[src/rtl/fetch_stage_pkg.sv]
// Shared fetch-stage definitions: bus widths, reset/NOP defaults and FSM state codes.
package fetch_stage_pkg;

   localparam int unsigned INSTR_W = 32;
   localparam int unsigned ADDR_W  = 32;

   localparam logic [ADDR_W-1:0]  RESET_PC_DEF = 32'h0000_0000;
   localparam logic [INSTR_W-1:0] NOP_WORD     = 32'h0000_0000;

   localparam logic [1:0] S_REQ  = 2'd0;
   localparam logic [1:0] S_WAIT = 2'd1;
   localparam logic [1:0] S_HOLD = 2'd2;
   localparam logic [1:0] S_ERR  = 2'd3;

endpackage

[src/rtl/fetch_stage_if.sv]
// Instruction-memory port: one read request at a time over valid/ready, response one or more cycles later.
interface fetch_stage_if;
   import fetch_stage_pkg::*;

   logic               inst_req_valid;
   logic               inst_req_ready;
   logic [ADDR_W-1:0]  inst_addr;
   logic               inst_rsp_valid;
   logic [INSTR_W-1:0] inst_rdata;

   modport master (
      output inst_req_valid, inst_addr,
      input  inst_req_ready, inst_rsp_valid, inst_rdata
   );

   modport slave (
      input  inst_req_valid, inst_addr,
      output inst_req_ready, inst_rsp_valid, inst_rdata
   );

endinterface

[src/rtl/fetch_stage_if_id.sv]
// IF/ID pipeline register: load captures a fetched word, flush inserts a bubble, neither holds.
module if_id_reg
   import fetch_stage_pkg::*;
#(
   parameter logic [INSTR_W-1:0] NOP_INSTR = NOP_WORD
) (
   input  logic               clk,
   input  logic               rst,
   input  logic               load_i,
   input  logic               flush_i,
   input  logic [INSTR_W-1:0] instr_i,
   input  logic [ADDR_W-1:0]  pc_i,
   output logic               valid_o,
   output logic [INSTR_W-1:0] instr_o,
   output logic [ADDR_W-1:0]  pc_o,
   output logic [ADDR_W-1:0]  pc_plus4_o
);

   logic               valid_q;
   logic [INSTR_W-1:0] instr_q;
   logic [ADDR_W-1:0]  pc_q;
   logic [ADDR_W-1:0]  pc_plus4_q;

   // Flush keeps the pc fields; only valid/instr describe a bubble.
   always_ff @(posedge clk) begin
      if (rst) begin
         valid_q    <= 1'b0;
         instr_q    <= NOP_INSTR;
         pc_q       <= '0;
         pc_plus4_q <= '0;
      end else if (flush_i) begin
         valid_q    <= 1'b0;
         instr_q    <= NOP_INSTR;
      end else if (load_i) begin
         valid_q    <= 1'b1;
         instr_q    <= instr_i;
         pc_q       <= pc_i;
         pc_plus4_q <= pc_i + ADDR_W'(4);
      end
   end

   assign valid_o    = valid_q;
   assign instr_o    = instr_q;
   assign pc_o       = pc_q;
   assign pc_plus4_o = pc_plus4_q;

endmodule

[src/rtl/fetch_stage.sv]
// MIPS instruction-fetch stage: PC, single-outstanding imem read FSM, redirect/kill and stall buffering.
module fetch_stage
   import fetch_stage_pkg::*;
#(
   parameter logic [ADDR_W-1:0]  RESET_PC  = RESET_PC_DEF,
   parameter logic [INSTR_W-1:0] NOP_INSTR = NOP_WORD
) (
   input  logic               clk,
   input  logic               rst,
   fetch_stage_if.master      imem,
   input  logic               id_stall,
   input  logic               redirect_valid,
   input  logic [ADDR_W-1:0]  redirect_pc,
   output logic               if_id_valid,
   output logic [INSTR_W-1:0] if_id_instr,
   output logic [ADDR_W-1:0]  if_id_pc,
   output logic [ADDR_W-1:0]  if_id_pc_plus4,
   output logic               if_adel
);

   logic [1:0]         state_q, state_d;
   logic [ADDR_W-1:0]  pc_q, pc_d;
   logic               kill_q, kill_d;
   logic               adel_q, adel_d;
   logic [INSTR_W-1:0] buf_q, buf_d;
   logic               redirect, accept, load, flush;
   logic [INSTR_W-1:0] load_word;

   assign redirect            = redirect_valid && !id_stall;
   assign imem.inst_req_valid = !rst && (state_q == S_REQ) && !adel_q;
   assign imem.inst_addr      = pc_q;
   assign accept              = imem.inst_req_valid && imem.inst_req_ready;

   always_comb begin
      state_d   = state_q;
      pc_d      = pc_q;
      kill_d    = kill_q;
      adel_d    = adel_q;
      buf_d     = buf_q;
      load      = 1'b0;
      load_word = buf_q;
      case (state_q)
         S_REQ: begin
            if (adel_q)      state_d = S_ERR;
            else if (accept) state_d = S_WAIT;
         end
         S_WAIT: begin
            if (imem.inst_rsp_valid) begin
               if (kill_q) begin
                  kill_d  = 1'b0;
                  state_d = S_REQ;
               end else if (id_stall) begin
                  buf_d   = imem.inst_rdata;
                  state_d = S_HOLD;
               end else begin
                  load      = 1'b1;
                  load_word = imem.inst_rdata;
                  pc_d      = pc_q + ADDR_W'(4);
                  state_d   = S_REQ;
               end
            end
         end
         S_HOLD: begin
            if (!id_stall) begin
               load    = 1'b1;
               pc_d    = pc_q + ADDR_W'(4);
               state_d = S_REQ;
            end
         end
         default: ;
      endcase
      if (redirect) begin
         pc_d   = redirect_pc;
         adel_d = |redirect_pc[1:0];
         load   = 1'b0;
         case (state_q)
            S_REQ: begin
               kill_d  = accept;
               state_d = accept ? S_WAIT : S_REQ;
            end
            // A response landing with the redirect is the wrong-path word itself,
            // so drop it now rather than arm kill for a response that never comes.
            S_WAIT: begin
               kill_d  = !imem.inst_rsp_valid;
               state_d = imem.inst_rsp_valid ? S_REQ : S_WAIT;
            end
            default: begin
               kill_d  = 1'b0;
               state_d = S_REQ;
            end
         endcase
      end
   end

   always_ff @(posedge clk) begin
      if (rst) begin
         state_q <= S_REQ;
         pc_q    <= RESET_PC;
         kill_q  <= 1'b0;
         adel_q  <= 1'b0;
         buf_q   <= '0;
      end else begin
         state_q <= state_d;
         pc_q    <= pc_d;
         kill_q  <= kill_d;
         adel_q  <= adel_d;
         buf_q   <= buf_d;
      end
   end

   assign flush   = !id_stall && !load;
   assign if_adel = adel_q;

   if_id_reg #(.NOP_INSTR(NOP_INSTR)) u_if_id (
      .clk        (clk),
      .rst        (rst),
      .load_i     (load),
      .flush_i    (flush),
      .instr_i    (load_word),
      .pc_i       (pc_q),
      .valid_o    (if_id_valid),
      .instr_o    (if_id_instr),
      .pc_o       (if_id_pc),
      .pc_plus4_o (if_id_pc_plus4)
   );

endmodule
[src/flat_wrapper.sv]
// flat-port wrapper written by rule: the top's interface ports become plain ports
module fetch_stage_flat import fetch_stage_pkg::*;
#(
   parameter logic [ADDR_W-1:0]  RESET_PC  = RESET_PC_DEF,
   parameter logic [INSTR_W-1:0] NOP_INSTR = NOP_WORD
)
  (clk, rst, id_stall, redirect_valid, redirect_pc, if_id_valid, if_id_instr, if_id_pc, if_id_pc_plus4, if_adel, imem_inst_req_valid, imem_inst_addr, imem_inst_req_ready, imem_inst_rsp_valid, imem_inst_rdata);
  fetch_stage_if imem_i ();
  input  logic clk;
  input  logic rst;
  input  logic id_stall;
  input  logic redirect_valid;
  input  logic [ADDR_W-1:0] redirect_pc;
  output logic if_id_valid;
  output logic [INSTR_W-1:0] if_id_instr;
  output logic [ADDR_W-1:0] if_id_pc;
  output logic [ADDR_W-1:0] if_id_pc_plus4;
  output logic if_adel;
  output wire logic [$bits(imem_i.inst_req_valid)-1:0] imem_inst_req_valid;
  output wire logic [$bits(imem_i.inst_addr)-1:0] imem_inst_addr;
  input wire logic [$bits(imem_i.inst_req_ready)-1:0] imem_inst_req_ready;
  input wire logic [$bits(imem_i.inst_rsp_valid)-1:0] imem_inst_rsp_valid;
  input wire logic [$bits(imem_i.inst_rdata)-1:0] imem_inst_rdata;
  assign imem_inst_req_valid = imem_i.inst_req_valid;
  assign imem_inst_addr = imem_i.inst_addr;
  assign imem_i.inst_req_ready = imem_inst_req_ready;
  assign imem_i.inst_rsp_valid = imem_inst_rsp_valid;
  assign imem_i.inst_rdata = imem_inst_rdata;
  fetch_stage #(.RESET_PC(RESET_PC), .NOP_INSTR(NOP_INSTR)) u_core (.clk(clk), .rst(rst), .imem(imem_i), .id_stall(id_stall), .redirect_valid(redirect_valid), .redirect_pc(redirect_pc), .if_id_valid(if_id_valid), .if_id_instr(if_id_instr), .if_id_pc(if_id_pc), .if_id_pc_plus4(if_id_pc_plus4), .if_adel(if_adel));
endmodule
[config.mk]
export PLATFORM = sky130hd
export DESIGN_NAME = fetch_stage_flat
export DESIGN_NICKNAME = d
export VERILOG_FILES = /design/src/rtl/fetch_stage_pkg.sv /design/src/rtl/fetch_stage_if.sv /design/src/rtl/fetch_stage_if_id.sv /design/src/rtl/fetch_stage.sv /design/src/flat_wrapper.sv
export SDC_FILE = /design/constraint.sdc
export NUM_CORES = 1
export LEC_CHECK = 0
export BUFFER_PORTS_ARGS = -buffer_cell sky130_fd_sc_hd__buf_2
export CORE_UTILIZATION = 50
export CTS_CLUSTER_SIZE = 10
export DETAILED_ROUTE_END_ITERATION = 12
export HOLD_SLACK_MARGIN = 0.02
export PLACE_DENSITY = 0.78
export SLEW_MARGIN = 40
export SYNTH_ARGS = -nofsm -noshare
export SYNTH_HDL_FRONTEND = slang
export SYNTH_SLANG_ARGS = --single-unit
[constraint.sdc]
create_clock -name clk -period 2.5 [get_ports clk]
set_clock_uncertainty 0.15 [all_clocks]
set_input_delay 0.375 -clock clk [delete_from_list [all_inputs] [get_ports clk]]
set_output_delay 0.375 -clock clk [all_outputs]
set_load 0.005 [all_outputs]
Yosys cells after proc, flatten, opt, wreduce, memory -nomap -nowiden --
Index checks and enable logic that the tools add are counted.
Word-level totals: register bits 165, bits of input ports 70, output and inout port bits 131, word-level logic and storage cells 69
Operators by class: $add $sub $neg 1, eq/ne operators 6, muxes and demuxes 29, bitwise logic cells 2, reduce and logical (&&, ||, !) cells 22
Operators by type and width (count):
- $mux 32 | 8
- $pmux 32 s2 | 1
- $add 32x3->32 const B | 1
- $mux 2 | 7
- $mux 1 | 9
- $reduce_and 4->1 | 2
- $ne 3x2->1 const B | 2
- $pmux 2 s3 | 1
- $logic_and 1x1->1 | 5
- $logic_not 1->1 | 5
- $ne 4x1->1 const B | 1
- $pmux 1 s2 | 2
- $pmux 2 s2 | 1
- $reduce_and 2->1 | 2
- $reduce_bool 2->1 | 2
- $reduce_bool 4->1 | 1
- $reduce_or 2->1 | 2
- $ne 3x3->1 const B | 1
- $reduce_and 3->1 | 1
- $reduce_bool 3->1 | 1
- $eq 2x1->1 const B | 1
- $eq 2x2->1 const B | 1
- $logic_not 2->1 | 1
- $not 1->1 | 2

Depth between registers and ports, before layout --
word-level depth 9, mapped depth 10, depth with buffers taken out 7

Modules after synthesis --
Synthesis repeated with hierarchy kept, for this count alone.
Second synthesis, totals: cells, all modules 915, area, all modules 7561.0 µm²
Modules (own cells, without submodules):
- if_id_reg | times used 1, cells an instance 445, area an instance 3843.7 µm², seq. area each 1901.8 µm²
- fetch_stage | times used 1, cells an instance 470, area an instance 3717.3 µm², seq. area each 1361.3 µm²

Worst setup path after synthesis --
OpenSTA, ideal clock, no wires.
path type reg2reg, start point register u_core.pc_q[2], in the netlist u_core.imem.inst_addr[2], end point register u_core.pc_q[22], in the netlist u_core.imem.inst_addr[22], setup time 0.079 ns, arrival 1.880 ns, data required time 2.271 ns, setup slack 0.391 ns, stages on the path, launching flop included 7, buffers on the path 0, clock period less this slack 2.109 ns, cell sequence dfxtp_1 -> ha_1 -> nand4_1 -> nor4_2 -> nand3_1 -> o31a_1 -> a211oi_2
Between the ends: cells in the longest elaborated chain, start to end 6
RTL lines:
- start: declaration | RTL line fetch_stage.sv:22 | logic [ADDR_W-1:0] pc_q, pc_d;
- start signal: assignment | RTL line fetch_stage.sv:104 | pc_q <= pc_d;
- $add 32x3->32 * | RTL line fetch_stage.sv:58, fetch_stage.sv:66
- $mux 32 * | RTL line fetch_stage.sv:52, fetch_stage.sv:64
- $mux 32 | RTL line fetch_stage.sv:49 | if (kill_q) begin
- $mux 32 | RTL line fetch_stage.sv:48 | if (imem.inst_rsp_valid) begin
- $pmux 32 s2 * | RTL line fetch_stage.sv:42 | case (state_q)
- $mux 32 * | RTL line fetch_stage.sv:72 | if (redirect) begin
Every way passes the cells marked *; elsewhere a longest branch is shown, timed or not. The select of a mux whose other input is x is not followed. A chain may end at the register's enable or synchronous reset.

Worst setup path after layout --
start point register u_core.state_q[1], end point register u_core.u_if_id.instr_q[14], in the netlist u_core.u_if_id.instr_o[14]
Between the ends: cells in the longest elaborated chain, start to end 6, elaborated cells on any way between the ends 8, those cells by class eq/ne: 2; mux: 3; reduce/logical: 3
RTL lines:
- start: declaration | RTL line fetch_stage.sv:21 | logic [1:0] state_q, state_d;
- start signal: assignment | RTL line fetch_stage.sv:103 | state_q <= state_d;
- $eq 2x2->1 / $eq 2x1->1 (equally long branches) | RTL line fetch_stage.sv:42
- $pmux 1 s2 | RTL line fetch_stage.sv:42
- $mux 1 | RTL line fetch_stage.sv:72
- $logic_not 1->1 | RTL line fetch_stage.sv:111 | assign flush = !id_stall && !load;
- $logic_and 1x1->1 | RTL line fetch_stage.sv:111
- $reduce_or 2->1 (no line)
- end signal: assignment | RTL line fetch_stage_if_id.sv:36 | instr_q <= instr_i;
- end: declaration | RTL line fetch_stage_if_id.sv:20 | logic [INSTR_W-1:0] instr_q;
Parallel ways exist; a longest one is shown, timed or not.

==> metrics.md <==
| Metric | Value |
|---|---|
| Vias | `7031` |
| Seq/Total Area, Yosys | `44.5%` |
| Number of synthesized register bits | `163` |
| IO Port Bufs | `200` |
| Post-synthesis simple-gate area fraction | `21.1%` |
| Final TNS setup | `0 ns` |
| Area contributors post-synth | `dfxtp_1 45%, nand2_1 8.9%, a211oi_1 6.3%` |
| Outcome | `complete, no violations` |
| Mapped Nets | `965` |
| Worst Hold Class | `primary input to register` |
| DP HPWL | `13900 um` |
| Crit Path Max Fanout | `96` |
| Avg WL per Cell | `16.2 um` |
| DRC viols | `0` |
| Antenna diode count | `0` |
| Synth async-reset ratio | `0%` |
| Placed instance area | `0.00852 mm^2` |
| Yosys warns | `0` |
| Worst r2r path cells | `8` |
| Adder-cell area share of the yosys netlist | `0.683%` |
| CTS tree | `done` |
| Share of cells above drive strength 1 | `25.8%` |
| CP max stage cell | `ha_1` |
| Arrival time worst endpoint | `2.44 ns` |
| Worst Tran Pin Value | `0.420 ns` |
| # setup viols final | `0` |
| CP delay by family, top | `simple AND/OR/NAND/NOR gates` |
| Die X | `123 um` |
| Critical path type | `register to register` |
| CTS Buffer Depth | `2` |
| Die area | `0.0151 mm^2` |
| Syn Std Cell Area | `0.00733 mm^2` |
| Reg-to-Reg Start | `u_core.state_q[1]` |
| Fin nets | `1135` |
| Largest family of logic cells by synthesized area | `simple AND/OR/NAND/NOR gates` |
| Worst Path Buf+Inv | `2` |
| Compound-Gate Fraction of Synth Area | `20.2%` |
| First-pass DRT Iterations | `5` |
| Hold EP | `u_core.buf_q[2]` |
| Detailed router's first-iteration violation count | `634` |
| Drt total wl | `20300 um` |
| Clk_lat worst skew | `0.42 ns` |
| Post_cts resized | `0` |
| Post-Synth XOR/XNOR Area | `3.35%` |
| Post-synthesis mux area share | `4.92%` |
| Slew Limit Fails | `0` |
| CP startpoint kind | `register` |
| Final worst setup slack | `0.233 ns` |
| Final core occ | `64.7%` |
| Ports | `201` |
| Max-Cap Viols | `0` |
| Global route total overflow | `0` |
| Core Area | `0.0141 mm^2` |
| CTS buffer count | `17` |
| Post-route design area | `0.00912 mm^2` |
| Worst hold path depth | `3` |
| Yosys top cell by area | `dfxtp_1` |
| Site Rows | `43` |
| CTS Sinks | `163` |
| Die Ht | `123 um` |
| First-pass GRT wire length | `31700 um` |
| Reg-to-reg critical path endpoint | `u_core.u_if_id.instr_o[14]` |
| Worst EP required | `2.68 ns` |
| Starting Density | `52.0%` |
| Initial antenna violation count | `0` |
| Largest stage delay, worst path | `0.34 ns` |
| Mean post-synth cell area | `8.22 um^2` |
| Worst-path clk slew | `0.06 ns` |
| R2R setup slack | `0.23 ns` |
| Post-DRT Antenna Nets | `0` |
| Htree depth | `4` |
| CTS Hold Bufs | `0` |
| Unrepaired setup endpoints after global routing | `no` |
| Post-CTS setup buffer count | `0` |
| Pre-CTS setup slack | `0.247 ns` |
| Leakage | `3.57 nW` |
| Max frequency | `441 MHz` |
| Gr usage total | `27.2%` |
| Vias in the first global route | `6391` |
| VDD IR max | `0.580 mV` |
| Syn Inst Count | `891` |
| GP Congestion | `0.970` |
| Commonest register cell after synthesis | `dfxtp_1` |
| Critical path capture point type | `register` |
| Fin crit period | `2.27 ns` |
| Cell variety after synth | `61` |
| Final Cycle Share | `90.7%` |
| Synth top area share | `44.5%` |
| Largest net degree at the start of global routing | `97` |
| PwrDens | `748 mW/mm^2` |
| Slew Limit Headroom | `71.8%` |
| Hold_sp | `imem_inst_rdata[2]` |
| Hold_ws | `0.0424 ns` |
| Layout Area Growth over Synthesis | `24.5%` |
| Root Buffer | `clkbuf_16` |
| Final Hold Vio Count | `0` |
| Via density per instance | `5.61` |
| Cells along the critical path | `inv_1 -> ha_1 -> and3b_1 -> o21ai_1 -> nor2_4 -> buf_12 -> nor2_1 -> a211oi_1` |
| Post-synth EDFFs | `0` |
-- sequential cells by signal (all words and copies together), names as in the netlist --
| name | cells |
|---|---|
| u_core.u_if_id.instr_o | 32 |
| u_core.imem.inst_addr | 32 |
| u_core.u_if_id.pc_plus4_o | 30 |
| u_core.u_if_id.pc_o | 32 |
| u_core.state_q | 2 |
| u_core.buf_q | 32 |
| u_core.kill_q | 1 |
| u_core.if_adel | 1 |
| u_core.u_if_id.valid_o | 1 |
-- how the worst max path moves through the flow --
stage / start / end / depth (start not counted)
final: u_core.state_q[1] / u_core.u_if_id.instr_o[14] / 8
after floorplan: u_core.imem.inst_addr[2] / u_core.imem.inst_addr[22] / 6
after global routing: u_core.state_q[0] / u_core.u_if_id.instr_o[4] / 8
after global placement: u_core.state_q[1] / u_core.u_if_id.pc_plus4_o[10] / 8
after detailed placement: u_core.state_q[1] / u_core.u_if_id.instr_o[14] / 8
after CTS: u_core.state_q[1] / u_core.u_if_id.instr_o[14] / 8
-- final cells by class --
| class | count | area (um^2) |
|---|---|---|
| flip-flops and latches | 163 | 3260 |
| well taps | 180 | 225 |
| multi-input cells | 637 | 3690 |
| clock buffers | 20 | 437 |
| repair buffers | 232 | 1310 |
| inverters | 10 | 37.5 |
| clock inverters | 11 | 161 |
| fillers | 1274 | 4970 |
-- power by group --
| group | internal (mW) | switching, mW | total (mW) |
|---|---|---|---|
| logic | 0.510 | 0.742 | 1.25 |
| registers | 2.75 | 0.138 | 2.89 |
| clock network | 1.66 | 1.02 | 2.68 |
-- Yosys cell counts (10+ instances only) --
master,n
nand2_1,174
dfxtp_1,163
nor2_1,94
a21oi_1,91
a211oi_1,61
clkbuf_1,47
mux2i_1,36
buf_2,29
xnor2_1,18
a22oi_1,13
nand3_1,13
o21ai_0,11
inv_1,10
xor2_1,10
-- cell families (layout without fill, tap and decap cells) --
family                     count (synthesis)  count (layout)
AOI/OAI and AO/OA                        226             226
xor gates and xnor gates                  28              28
adders and majority gates                  4               4
buffers and inverters                     91             273
DFF                                      163             163
muxes                                     36              36
and+or+nand+nor                          343             343
-- metal layers --
layer	wire (um)	part of all wire (%)	GRT usage (%)	vias up
li1	-	-	-	3447
met1	8860	44	35.3	3263
met2	9570	47	44.9	288
met3	1510	7.4	5.30	33
met4	398	2.0	9.86	0
met5	0	0	0	-
-- worst min-delay path: stages --
cell	delay, ns
buf_2	0.10
nand2_1	0.05
a21oi_1	0.05
-- layout by cell type (no fill, tap or decap), drive strengths merged, types with 4 or more instances in the layout --
cell type / netlist / layout
xnor2: 18 / 18
nor3: 8 / 8
and3: 8 / 8
nand2b: 5 / 5
buf: 34 / 232
clkbuf: 47 / 20
mux2i: 36 / 36
nor2: 95 / 95
a22o: 4 / 4
a21oi: 91 / 91
xor2: 10 / 10
o211ai: 8 / 8
a211oi: 63 / 63
and4: 5 / 5
nor2b: 4 / 4
dfxtp: 163 / 163
inv: 10 / 10
nor4: 6 / 6
nand3: 13 / 13
bufinv: 0 / 4
ha: 4 / 4
nand2: 174 / 174
o21ai: 13 / 13
or3: 4 / 4
o22ai: 4 / 4
a221oi: 4 / 4
nand4: 9 / 9
a22oi: 13 / 13
clkinv: 0 / 6
-- per-stage QoR --
stage               cells  total power, mW
detailed placement   1222             4.18
global placement     1222             4.15
finish               1253             6.82
floorplan             891             3.71
CTS                  1253             6.84
global route         1253             7.10
(Power assumes the default switching activity.)
